**config.mk**
```make
export PLATFORM = sky130hd
export DESIGN_NAME = uart_rx_cfg
export DESIGN_NICKNAME = d
export VERILOG_FILES = /design/src/rtl/uart_rx_cfg.sv
export SDC_FILE = /design/constraint.sdc
export NUM_CORES = 1
export LEC_CHECK = 0
export CAP_MARGIN = 20
export CORE_MARGIN = 1
export CORE_UTILIZATION = 51
export DETAILED_ROUTE_END_ITERATION = 10
export PLACE_DENSITY = 0.77
export REMOVE_ABC_BUFFERS = 1
export SYNTH_ARGS = -nofsm -noshare
export SYNTH_HDL_FRONTEND = slang
export SYNTH_SLANG_ARGS = --single-unit
```
**constraint.sdc**
```tcl
create_clock -name clk -period 1.79 [get_ports clk]
set_input_delay 0.2685 -clock clk [delete_from_list [all_inputs] [get_ports clk]]
set_output_delay 0.2685 -clock clk [all_outputs]
set_load 0.01 [all_outputs]
```
**src/rtl/uart_rx_cfg.sv**
```systemverilog
// uart_rx_cfg: configurable UART receiver.
// 2-FF input synchroniser, 3-sample majority voting per bit, start-glitch
// rejection, optional parity, 1 or 2 stop bits, break detection and a
// valid/ready output holding register with an overrun pulse.
//
// Handshake: rx_valid rises when a frame commits and holds rx_data,
// parity_err and frame_err stable until a clock edge samples
// rx_valid & rx_ready. That edge consumes the word. A commit on the same
// edge as an accept reloads the register and rx_valid stays 1. A commit
// while rx_valid & !rx_ready drops the new frame and pulses overrun.
module uart_rx_cfg #(
   parameter int CLK_FREQ   = 50_000_000,
   parameter int BAUD_RATE  = 115200,
   parameter int OVERSAMPLE = 16,
   parameter int DATA_BITS  = 8,
   parameter int PARITY     = 0,
   parameter int STOP_BITS  = 1
) (
   input  logic                 clk,
   input  logic                 rst,
   input  logic                 rx,
   output logic [DATA_BITS-1:0] rx_data,
   output logic                 rx_valid,
   input  logic                 rx_ready,
   output logic                 parity_err,
   output logic                 frame_err,
   output logic                 break_det,
   output logic                 overrun,
   output logic                 busy,
   output logic [2:0]           state_dbg
);

   localparam int DIV  = CLK_FREQ / (BAUD_RATE * OVERSAMPLE);
   localparam int TC_W = $clog2(DIV);
   localparam int SC_W = $clog2(OVERSAMPLE);

   localparam logic [TC_W-1:0] TC_MAX   = TC_W'(DIV - 1);
   localparam logic [SC_W-1:0] SC_V0    = SC_W'(OVERSAMPLE/2 - 1);
   localparam logic [SC_W-1:0] SC_V1    = SC_W'(OVERSAMPLE/2);
   localparam logic [SC_W-1:0] SC_DEC   = SC_W'(OVERSAMPLE/2 + 1);
   localparam logic [SC_W-1:0] SC_MAX   = SC_W'(OVERSAMPLE - 1);
   localparam logic [3:0]      BIT_LAST = 4'(DATA_BITS - 1);
   localparam logic            STOP_LAST = 1'(STOP_BITS - 1);

   typedef enum logic [2:0] {
      S_IDLE      = 3'd0,
      S_START     = 3'd1,
      S_DATA      = 3'd2,
      S_PARITY    = 3'd3,
      S_STOP      = 3'd4,
      S_WAIT_IDLE = 3'd5
   } state_t;

   state_t               state;
   logic                 rx_m, rx_s;
   logic [TC_W-1:0]      tick_cnt;
   logic [SC_W-1:0]      sc;
   logic                 v0, v1;
   logic [DATA_BITS-1:0] shreg;
   logic [3:0]           bit_cnt;
   logic                 stop_cnt;
   logic                 pbit;
   logic                 ferr_acc;
   logic                 commit;
   logic [DATA_BITS-1:0] c_data;
   logic                 c_perr, c_ferr, c_brk;

   logic tick, decide, maj, start_edge, ferr_now, par_calc, perr_now;

   assign tick       = (tick_cnt == TC_MAX);
   assign decide     = tick && (sc == SC_DEC);
   assign maj        = (v0 & v1) | (v0 & rx_s) | (v1 & rx_s);
   assign start_edge = (state == S_IDLE) && !rx_s;
   assign ferr_now   = ferr_acc | ~maj;
   assign par_calc   = (^shreg) ^ pbit;
   assign perr_now   = (PARITY != 0) && (par_calc != (PARITY == 1));
   assign state_dbg  = state;

   // Two-flop synchroniser, preset to the idle line level
   always_ff @(posedge clk) begin
      if (rst) begin
         rx_m <= 1'b1;
         rx_s <= 1'b1;
      end else begin
         rx_m <= rx;
         rx_s <= rx_m;
      end
   end

   // Tick divider and per-bit sample counter, realigned on each start edge
   always_ff @(posedge clk) begin
      if (rst || start_edge) begin
         tick_cnt <= '0;
         sc       <= '0;
      end else if (tick) begin
         tick_cnt <= '0;
         sc       <= (sc == SC_MAX) ? '0 : sc + 1'b1;
      end else begin
         tick_cnt <= tick_cnt + 1'b1;
      end
   end

   // Capture the two early votes; the third is rx_s at the decision tick
   always_ff @(posedge clk) begin
      if (rst) begin
         v0 <= 1'b0;
         v1 <= 1'b0;
      end else if (tick) begin
         if (sc == SC_V0) v0 <= rx_s;
         if (sc == SC_V1) v1 <= rx_s;
      end
   end

   // Frame FSM: one decision per bit, commit request on the last stop bit
   always_ff @(posedge clk) begin
      if (rst) begin
         state    <= S_IDLE;
         busy     <= 1'b0;
         shreg    <= '0;
         bit_cnt  <= '0;
         stop_cnt <= 1'b0;
         pbit     <= 1'b0;
         ferr_acc <= 1'b0;
         commit   <= 1'b0;
         c_data   <= '0;
         c_perr   <= 1'b0;
         c_ferr   <= 1'b0;
         c_brk    <= 1'b0;
      end else begin
         commit <= 1'b0;
         case (state)
            S_IDLE: begin
               if (!rx_s) begin
                  busy  <= 1'b1;
                  state <= S_START;
               end
            end
            S_START: begin
               if (decide) begin
                  if (maj) begin
                     // Start bit did not survive the vote: a glitch
                     busy  <= 1'b0;
                     state <= S_IDLE;
                  end else begin
                     bit_cnt <= '0;
                     state   <= S_DATA;
                  end
               end
            end
            S_DATA: begin
               if (decide) begin
                  shreg <= {maj, shreg[DATA_BITS-1:1]};
                  if (bit_cnt == BIT_LAST) begin
                     pbit     <= 1'b0;
                     stop_cnt <= 1'b0;
                     ferr_acc <= 1'b0;
                     state    <= (PARITY != 0) ? S_PARITY : S_STOP;
                  end else begin
                     bit_cnt <= bit_cnt + 1'b1;
                  end
               end
            end
            S_PARITY: begin
               if (decide) begin
                  pbit  <= maj;
                  state <= S_STOP;
               end
            end
            S_STOP: begin
               if (decide) begin
                  if (stop_cnt == STOP_LAST) begin
                     commit <= 1'b1;
                     c_data <= shreg;
                     c_perr <= perr_now;
                     c_ferr <= ferr_now;
                     c_brk  <= ferr_now && (shreg == '0) && !pbit;
                     // A bad stop bit waits for the line to go idle so a
                     // held-low line yields exactly one frame
                     if (ferr_now) begin
                        state <= S_WAIT_IDLE;
                     end else begin
                        busy  <= 1'b0;
                        state <= S_IDLE;
                     end
                  end else begin
                     ferr_acc <= ferr_now;
                     stop_cnt <= stop_cnt + 1'b1;
                  end
               end
            end
            S_WAIT_IDLE: begin
               if (rx_s) begin
                  busy  <= 1'b0;
                  state <= S_IDLE;
               end
            end
            default: begin
               busy  <= 1'b0;
               state <= S_IDLE;
            end
         endcase
      end
   end

   // Output holding register with accept, commit, overrun and break pulses
   always_ff @(posedge clk) begin
      if (rst) begin
         rx_data    <= '0;
         rx_valid   <= 1'b0;
         parity_err <= 1'b0;
         frame_err  <= 1'b0;
         break_det  <= 1'b0;
         overrun    <= 1'b0;
      end else begin
         break_det <= 1'b0;
         overrun   <= 1'b0;
         if (rx_valid && rx_ready) rx_valid <= 1'b0;
         if (commit) begin
            break_det <= c_brk;
            if (rx_valid && !rx_ready) begin
               overrun <= 1'b1;
            end else begin
               rx_data    <= c_data;
               parity_err <= c_perr;
               frame_err  <= c_ferr;
               rx_valid   <= 1'b1;
            end
         end
      end
   end

endmodule

```
==> results by group, run 1 <==
Placed design
  – Global placer's final weighted congestion: between 0.8 and 0.9
  – Area post-placement: approximately 2700 µm²
  – # port buffers: 19
  – Detailed placement HPWL: approximately 3200 µm

Pwr
  – Sequential power share: 47.9%
  – Switching pwr: ~740 µW
  – Pleak: 0.00114 µW
  – Sw Ratio: around 28%
  – Internal power: approximately 1900 µW
  – Pwr Density: about 940 nW/µm²
  – Maximum vdd drop: 0.000468 V
  – Clk pwr share: a little under a third
  – Logic pwr share: roughly a fifth

Die
  – Die Area: between 4000 and 5000 µm²
  – Core Box Area: roughly 4400 µm²
  – Site Rows: 24
  – Die width: 70.4 µm
  – Die Span Y: between 70 and 80 µm
  – Initial Util: between 50% and 60%
  – IO Pins: 21

Synthesis
  – Leading area contributor after synthesis: dfxtp_1
  – #FFs+latches synth: 54
  – Register area share after synthesis: 45.3%
  – Post-synth top area share: 45.3%
  – Cell Area, Synth: approximately 2400 µm²
  – Top FF cell, synth: dfxtp_1
  – Synth warnings: 0
  – Async SR Flop Fraction: 0%
  – Syn avg cell area: slightly above 9 µm²
  – Area contributors post-synth: dfxtp_1, mux2i_1, nor2_1
  – Post-synth cell types: between 50 and 60
  – Gate Count Post-Synth: between 200 and 300
  – Post-synth EDFFs: 0

Drt
  – Vias: approximately 1900
  – DRC Markers: 0
  – Drt wl/cell: between 10 and 15 µm
  – TritonRoute pass-1 iters: 4
  – DRT antenna net count: 0
  – Starting DRT DRC Count: around 130
  – Vias per inst: around 5.6
  – WL final: ~4500 µm

Clock network
  – Sink Count: 54
  – TritonCTS clock tree: built
  – Maximum clock insertion buffer count: 2
  – # H-tree levels: 2
  – TritonCTS Buffers: 5
  – Root Buffer: clkbuf_8
  – Clk pin slew, worst setup/hold paths: roughly 0.090 ns
  – Later-pin clock latency in the skew report: between 0.3 and 0.4 ns

Setup path
  – Crit path required time: 1.52 ns
  – CP max FO: 12
  – Worst path arrival time: about 1.4 ns
  – Worst R2R Path Depth: 6
  – Critical Path Start Type: flip-flop
  – R2R setup slack: approximately 0.11 ns
  – CP Class: reg2out
  – Worst R2R End: state_dbg[2]
  – CP endpoint kind: output port
  – CP startpoint: state_dbg[0]
  – Worst reg2reg startpoint: tick_cnt[0]
  – Worst Setup EP: state_dbg[0]

Timing
  – Fin. max-slew vios: 0
  – Final setup violation count: 0
  – Max_slew headroom: 67.1%
  – Hold_ws: between 0.4 and 0.5 ns
  – Worst-margin pin slew: around 0.49 ns
  – Final Hold Violating Endpoints: 0
  – Fmax: around 590 MHz
  – Min Clock Period, post-route: ~1.7 ns
  – Tcrit/Tclk final: 95.2%
  – RSZ-0062 raised after global routing: no
  – Clk_skew: around 0.013 ns

GRT
  – Largest net degree at the start of global routing: 36
  – Tot GR Track Use: about a fifth
  – Number of global-route vias before repair: between 1500 and 2000
  – Total gr overflow: 0
  – First-pass GRT wire length: approximately 7600 µm
  – Initial antenna violation count: 0

Worst hold path
  – Hold Crit Class: reg2reg
  – Cell depth of the worst hold path: 1

Run status
  – Status: complete, no violations

Cells and area
  – Commonest non-fill, non-tap cell in the layout: dfxtp_1
  – Design Area, Final: ~2800 µm²
  – Commonest non-fill, non-tap cells in the layout: dfxtp_1, nor2_1, nand2_1, mux2i_1, clkdlybuf4s50_1
  – P&R area growth vs syn: 19.0%
  – Final net count: ~300
  – Share of layout cells above drive strength 1: 15.3%
  – Layout Utilization: roughly 64%
  – # fillers: between 300 and 400
  – Ant diodes: 0

Job
  – Max Cap Viol: 0
-- metrics by stage --
stage	setup TNS [ns]	instances	power (µW)	worst slack (ns)
after global placement	0	331	1840	0.147
after floorplan	-0.468	244	1640	-0.0520
after detailed placement	0	331	1840	0.110
after CTS	0	339	2670	0.00348
final	0	340	2670	0.0854
after global routing	0	340	2800	0.0125
-- critical path, cell delays in order (launching register included) --
cell and delay, ns:
dfxtp_1 0.38, buf_4 0.20, clkdlybuf4s50_1 0.55
-- layout make-up --
cell class	count	area, µm²	area share (%)
clock buffers	5	68.8	2.42
repair buffers	36	343	12.1
inverters	10	37.5	1.32
well taps	52	65.1	2.29
multi-input cells	180	1200	42.1
flip-flops and latches	54	1080	38.1
clock inverters	3	47.5	1.67
-- power groups by stage --
| stage | logic (µW) | clock network [µW] | registers (µW) |
|---|---|---|---|
| 2_1_floorplan | 301 | 0 | 1340 |
| 3_3_place_gp | 541 | 0 | 1300 |
| 3_5_place_dp | 543 | 0 | 1300 |
| 4_1_cts | 548 | 846 | 1270 |
| 5_1_grt | 614 | 904 | 1280 |
| 6_report | 556 | 834 | 1280 |
-- synth_stat cells (all sizes together), types with 3 or more instances --
library cell  instances
xor2                  3
nor2                 34
clkbuf                4
nand3                 4
ha                    6
dfxtp                54
o21ai                 4
buf                   9
or2                   3
a211oi                3
inv                  10
nor3                  8
mux2i                20
a311oi                3
nand2b                4
nor2b                 3
and3b                 3
nor3b                 3
a21oi                18
nand2                26
-- registers in the layout, indices dropped and copies added, names as in the netlist, 3 cells and up --
name and cells:
bit_cnt 4, c_data 8, rx_data 8, sc 4, shreg 8, state_dbg 3, tick_cnt 5
-- repair_timing --
action,4_1_cts,5_1_grt
endpoints found under the setup margin,0,3
gates resized for setup,0,4
buffers inserted,0,1
hold buffers,0,0
-- per-layer routing --
layer | GRT usage, % | up-vias | part of all wire (%)
li1 | - | 951 | -
met4 | 6.67 | 0 | 1.4
met3 | 5.19 | 5 | 4.3
met5 | 0 | - | 0
met1 | 26.1 | 892 | 48
met2 | 29.6 | 43 | 46
-- worst min path at each step --
stage	from	endpoint	slack (ns)
detailed placement	rx_m	rx_s	0.39
finish	rx_m	rx_s	0.41
global route	rx_m	rx_s	0.44
CTS	rx_m	rx_s	0.42
global placement	rx_m	rx_s	0.39
floorplan	rst	c_ferr	0.34
-- cells by family (layout without fill, tap and decap cells) --
logic type	after synthesis	after routing	share of synthesized area, %
XOR/XNOR	4	4	1.47
other	1	1	0.157
multiplexers	21	21	8.85
flip-flops	54	54	45.3
adder cells (fa/ha/maj)	7	7	3.61
buffers and inverters	23	54	5.03
AO/OA/AOI/OAI	42	42	12.2
AND/OR/NAND/NOR	105	105	23.4
Note: power is estimated with default switching activity, not from simulation.
==> inputs of run 2 (changes only) <==
--- a/config.mk
+++ b/config.mk
@@ -7,9 +7,9 @@
 export LEC_CHECK = 0
 export CAP_MARGIN = 20
 export CORE_MARGIN = 1
-export CORE_UTILIZATION = 51
+export CORE_UTILIZATION = 60
 export DETAILED_ROUTE_END_ITERATION = 10
-export PLACE_DENSITY = 0.77
+export PLACE_DENSITY = 0.84
 export REMOVE_ABC_BUFFERS = 1
 export SYNTH_ARGS = -nofsm -noshare
 export SYNTH_HDL_FRONTEND = slang
==> constraint.sdc (replaced) <==
create_clock -name clk -period 2.2 [get_ports clk]
set_input_delay 0.33 -clock clk [delete_from_list [all_inputs] [get_ports clk]]
set_output_delay 0.33 -clock clk [all_outputs]
set_load 0.01 [all_outputs]
==> results by group, run 2 (synthesis gave the netlist of run 1 again) <==
Run status
  – Status: complete, no violations

Clock network
  – # H-tree levels: 2
  – Postcts setup bufs: 0
  – Sink Count: between 50 and 60
  – Maximum clock insertion buffer count: 2
  – Root Buffer: clkbuf_8
  – Post-CTS sizing: 0
  – # hold bufs at CTS: 0
  – Clk pin slew, worst setup/hold paths: around 0.090 ns
  – Later-pin clock latency in the skew report: between 0.3 and 0.4 ns
  – TritonCTS Buffers: 5
  – TritonCTS clock tree: built

Die
  – Die Span Y: between 60 and 70 µm
  – IO Pins: 21
  – Die width: ~65 µm
  – Die Area: around 4200 µm²
  – Initial Util: a little under two thirds
  – Core Box Area: 3740 µm²
  – Site Rows: 22

Timing
  – Setup TNS: 0 ns
  – Worst-margin pin slew: approximately 0.56 ns
  – Min Clock Period, post-route: 1.89 ns
  – Fmax: 528 MHz
  – Fin. max-slew vios: 0
  – Tcrit/Tclk final: about 86%
  – Max_slew headroom: 62.4%
  – Final setup violation count: 0
  – Final Hold Violating Endpoints: 0
  – RSZ-0062 raised after global routing: no
  – Hold_ws: between 0.4 and 0.5 ns
  – Clk_skew: approximately 0.012 ns

Drt
  – Vias per inst: approximately 5.8
  – Starting DRT DRC Count: between 200 and 250
  – TritonRoute pass-1 iters: 4
  – Drt wl/cell: about 14 µm
  – DRT antenna net count: 0
  – WL final: ~4500 µm
  – DRC Markers: 0
  – Vias: ~1900

GRT
  – Tot GR Track Use: 23.3%
  – Initial antenna violation count: 0
  – GRT met1 Usage: between 30% and 40%
  – Largest net degree at the start of global routing: 50
  – Met3 Track Usage GR: 5.21%
  – Number of global-route vias before repair: between 1500 and 2000
  – First-pass GRT wire length: roughly 7400 µm
  – Met2 global-route usage: 37.0%
  – Gr busiest metal: met2
  – Total gr overflow: 0

Cells and area
  – Share of layout cells above drive strength 1: about a tenth
  – Design Area, Final: between 2000 and 3000 µm²
  – # fillers: between 300 and 400
  – Regs by FF count: c_data x8, rx_data x8, shreg x8
  – Final net count: ~280
  – Commonest non-fill, non-tap cells in the layout: dfxtp_1, nor2_1, nand2_1, mux2i_1, clkdlybuf4s50_1
  – P&R area growth vs syn: 12.3%
  – Commonest non-fill, non-tap cell in the layout: dfxtp_1
  – Ant diodes: 0

Setup path
  – Slowest cell delay on critical path: approximately 0.63 ns
  – Critical Path Start Type: flip-flop
  – CP endpoint kind: output port
  – Critical-path cell list: clkdlybuf4s50_1
  – CP Class: reg2out
  – Crit path required time: ~1.9 ns
  – CP max FO: 14
  – Worst path arrival time: approximately 1.6 ns
  – Worst path top cell family by delay: flip-flops
  – Slowest CP cell: dfxtp_1
  – Buffers and inverters on the worst path: 1

Placed design
  – Detailed placement HPWL: approximately 3100 µm
  – Global placer's final weighted congestion: around 0.83
  – # port buffers: 19
  – Area post-placement: ~2600 µm²

Pwr
  – Pleak: roughly 0.0011 µW
  – Maximum vdd drop: just over 0.0004 V
  – Pwr Density: 743 nW/µm²

Worst hold path
  – Hold Crit Class: reg2reg

Job
  – Max Cap Viol: 0
## run 2: changes by cell type in the layout (fill, tap and decap cells not counted), sizes merged
| cell | before | now |
|---|---|---|
| bufinv | 1 | 0 |
| buf | 17 | 4 |
## run 2: area by class of cell
cell class,instances,area [µm²],area share (%)
flip-flops and latches,54,1080,40.3
inverters,10,37.5,1.40
clock buffers,5,68.8,2.57
repair buffers,23,233,8.68
well taps,48,60.1,2.24
multi-input cells,180,1190,44.3
clock inverters,2,13.8,0.513
## run 2: metal layers
layer	vias up	share of wire (%)
li1	929	-
met1	882	46
met2	54	47
met3	7	5.5
met4	0	1.5
met5	-	0
## run 2: report_power, final
part | internal, µW | switching [µW] | leakage (µW)
clock | 221 | 319 | 0.0000444
sequential | 1010 | 52.4 | 0.000436
combinational | 181 | 213 | 0.000577
total | 1410 | 584 | 0.00106
## run 2: stage by stage
stage               instances  worst slack [ns]  utilization (%)  power, µW
global placement          315             0.483             69.4       1450
global route              322             0.234             71.6       2080
floorplan                 244             0.358                -       1330
CTS                       322             0.308             71.6       2000
finish                    322             0.305             71.6       1990
detailed placement        315             0.442             69.4       1470
## run 2: final timing paths
| path | from | endpoint | slack [ns] | depth (start not counted) |
|---|---|---|---|---|
| worst min register to register | rx_m | rx_s | 0.42 | 1 |
| worst min-delay path | rx_m | rx_s | 0.42 | 1 |
| worst max-delay path | state_dbg[0] | state_dbg[0] | 0.31 | 1 |
| worst max register to register | state_dbg[0] | bit_cnt[0] | 0.39 | 4 |
==> inputs of run 3 (changes only) <==
--- a/config.mk
+++ b/config.mk
@@ -5,11 +5,12 @@
 export SDC_FILE = /design/constraint.sdc
 export NUM_CORES = 1
 export LEC_CHECK = 0
-export CAP_MARGIN = 20
+export CAP_MARGIN = 30
 export CORE_MARGIN = 1
-export CORE_UTILIZATION = 60
+export CORE_UTILIZATION = 56
+export CTS_CLUSTER_SIZE = 14
 export DETAILED_ROUTE_END_ITERATION = 10
-export PLACE_DENSITY = 0.84
+export PLACE_DENSITY = 0.8
 export REMOVE_ABC_BUFFERS = 1
 export SYNTH_ARGS = -nofsm -noshare
 export SYNTH_HDL_FRONTEND = slang
==> constraint.sdc (replaced) <==
create_clock -name clk -period 1.99 [get_ports clk]
set_input_delay 0.2985 -clock clk [delete_from_list [all_inputs] [get_ports clk]]
set_output_delay 0.2985 -clock clk [all_outputs]
set_load 0.01 [all_outputs]
==> results by group, run 3 (synthesis gave the netlist of run 1 again) <==
Run status
  – Status: complete, no violations

Timing
  – RSZ-0062 raised after global routing: no
  – Fmax: roughly 550 MHz
  – Final Hold Violating Endpoints: 0
  – Final setup violation count: 0
  – Clk_skew: between 0.006 and 0.007 ns
  – Setup TNS: 0 ns
  – Tcrit/Tclk final: between 90% and 100%
  – Fin. max-slew vios: 0
  – Min Clock Period, post-route: around 1.8 ns

Setup path
  – Critical-path cell list: clkdlybuf4s50_1
  – Slowest CP cell: clkdlybuf4s50_1
  – CP endpoint kind: output port
  – CP max FO: 14
  – Critical Path Start Type: flip-flop
  – CP Class: reg2out
  – Buffers and inverters on the worst path: 1
  – Worst path top cell family by delay: buffers and inverters
  – Crit path required time: roughly 1.7 ns
  – Worst path arrival time: 1.51 ns
  – Slowest cell delay on critical path: ~0.62 ns

Placed design
  – Area post-placement: between 2000 and 3000 µm²
  – Detailed placement HPWL: between 2000 and 3000 µm
  – Global placer's final weighted congestion: between 0.8 and 0.9
  – # port buffers: 19

Drt
  – Vias: approximately 1800
  – Starting DRT DRC Count: between 100 and 150
  – Drt wl/cell: roughly 12 µm
  – Vias per inst: approximately 5.5
  – TritonRoute pass-1 iters: 4
  – WL final: ~4100 µm
  – DRT antenna net count: 0
  – DRC Markers: 0

Die
  – Die width: approximately 67 µm
  – Site Rows: 23
  – Initial Util: roughly three fifths
  – IO Pins: 21
  – Die Area: 4530 µm²
  – Die Span Y: 67.3 µm
  – Core Box Area: around 4100 µm²

Clock network
  – Later-pin clock latency in the skew report: ~0.3 ns
  – # H-tree levels: 2
  – Maximum clock insertion buffer count: 2
  – TritonCTS clock tree: built
  – # hold bufs at CTS: 0
  – Postcts setup bufs: 0
  – Root Buffer: clkbuf_8
  – Clk pin slew, worst setup/hold paths: around 0.09 ns
  – Post-CTS sizing: 0
  – TritonCTS Buffers: 5
  – Sink Count: 54

GRT
  – Total gr overflow: 0
  – First-pass GRT wire length: roughly 7000 µm
  – Largest net degree at the start of global routing: 50
  – Initial antenna violation count: 0
  – Number of global-route vias before repair: 1582
  – Tot GR Track Use: approximately a fifth

Cells and area
  – Register cell area after layout: 1080 µm²
  – Layout Utilization: about two thirds
  – P&R area growth vs syn: 13.0%
  – Ant diodes: 0
  – Final net count: 286
  – Regs by FF count: c_data x8, rx_data x8, shreg x8
  – # fillers: ~340
  – Commonest non-fill, non-tap cell in the layout: dfxtp_1
  – Share of layout cells above drive strength 1: 10.1%
  – Commonest non-fill, non-tap cells in the layout: dfxtp_1, nor2_1, nand2_1, mux2i_1, clkdlybuf4s50_1
  – Design Area, Final: approximately 2700 µm²
  – Multi-input logic area: approximately 1200 µm²

Pwr
  – Pwr Density: about 810 nW/µm²
  – Pleak: between 0.001 and 0.0015 µW
  – Maximum vdd drop: roughly 0.00058 V

Worst hold path
  – Hold Crit Class: reg2reg

Job
  – Max Cap Viol: 0
## run 3: cell types whose count changed in the layout (fill, tap and decap cells not counted), sizes merged
cell	before	now
buf	4	6
## run 3: cell type report
| type | instances | share of cell area [%] |
|---|---|---|
| Clock inverter | 2 | 0.510 |
| Tap cell | 50 | 2.32 |
| Clock buffer | 5 | 2.55 |
| Sequential cell | 54 | 40.1 |
| Inverter | 10 | 1.39 |
| Timing Repair Buffer | 25 | 9.18 |
| Multi-Input combinational cell | 180 | 44.0 |
## run 3: path summary, 6_finish.rpt
kind,startpoint,endpoint,slack [ns],depth (start not counted)
hold reg to reg,rx_m,rx_s,0.41,1
setup / recovery,state_dbg[2],state_dbg[2],0.18,1
setup reg to reg,tick_cnt[0],c_data[2],0.22,7
hold / removal,rx_m,rx_s,0.41,1
## run 3: power breakdown
part	switching [µW]	total (µW)	internal (µW)
logic	229	434	205
clock network	348	592	244
registers	50.7	1160	1110
total	628	2190	1560
## run 3: stage by stage
step | worst slack (ns) | power (µW) | cells | hold slack, ns
2_1_floorplan | 0.148 | 1470 | 244 | 0.366
3_3_place_gp | 0.293 | 1610 | 319 | 0.391
3_5_place_dp | 0.231 | 1620 | 319 | 0.394
4_1_cts | 0.181 | 2190 | 326 | 0.415
5_1_grt | 0.0641 | 2300 | 326 | 0.428
6_report | 0.181 | 2190 | 326 | 0.415
## run 3: routing by layer
metal  up-vias  GRT usage [%]  share of wire, %
met4         0           8.78               1.6
met2        33           30.8                44
met1       838           27.3                51
met3         8           3.89               3.3
li1        923              -                 -
met5         -              0                 0
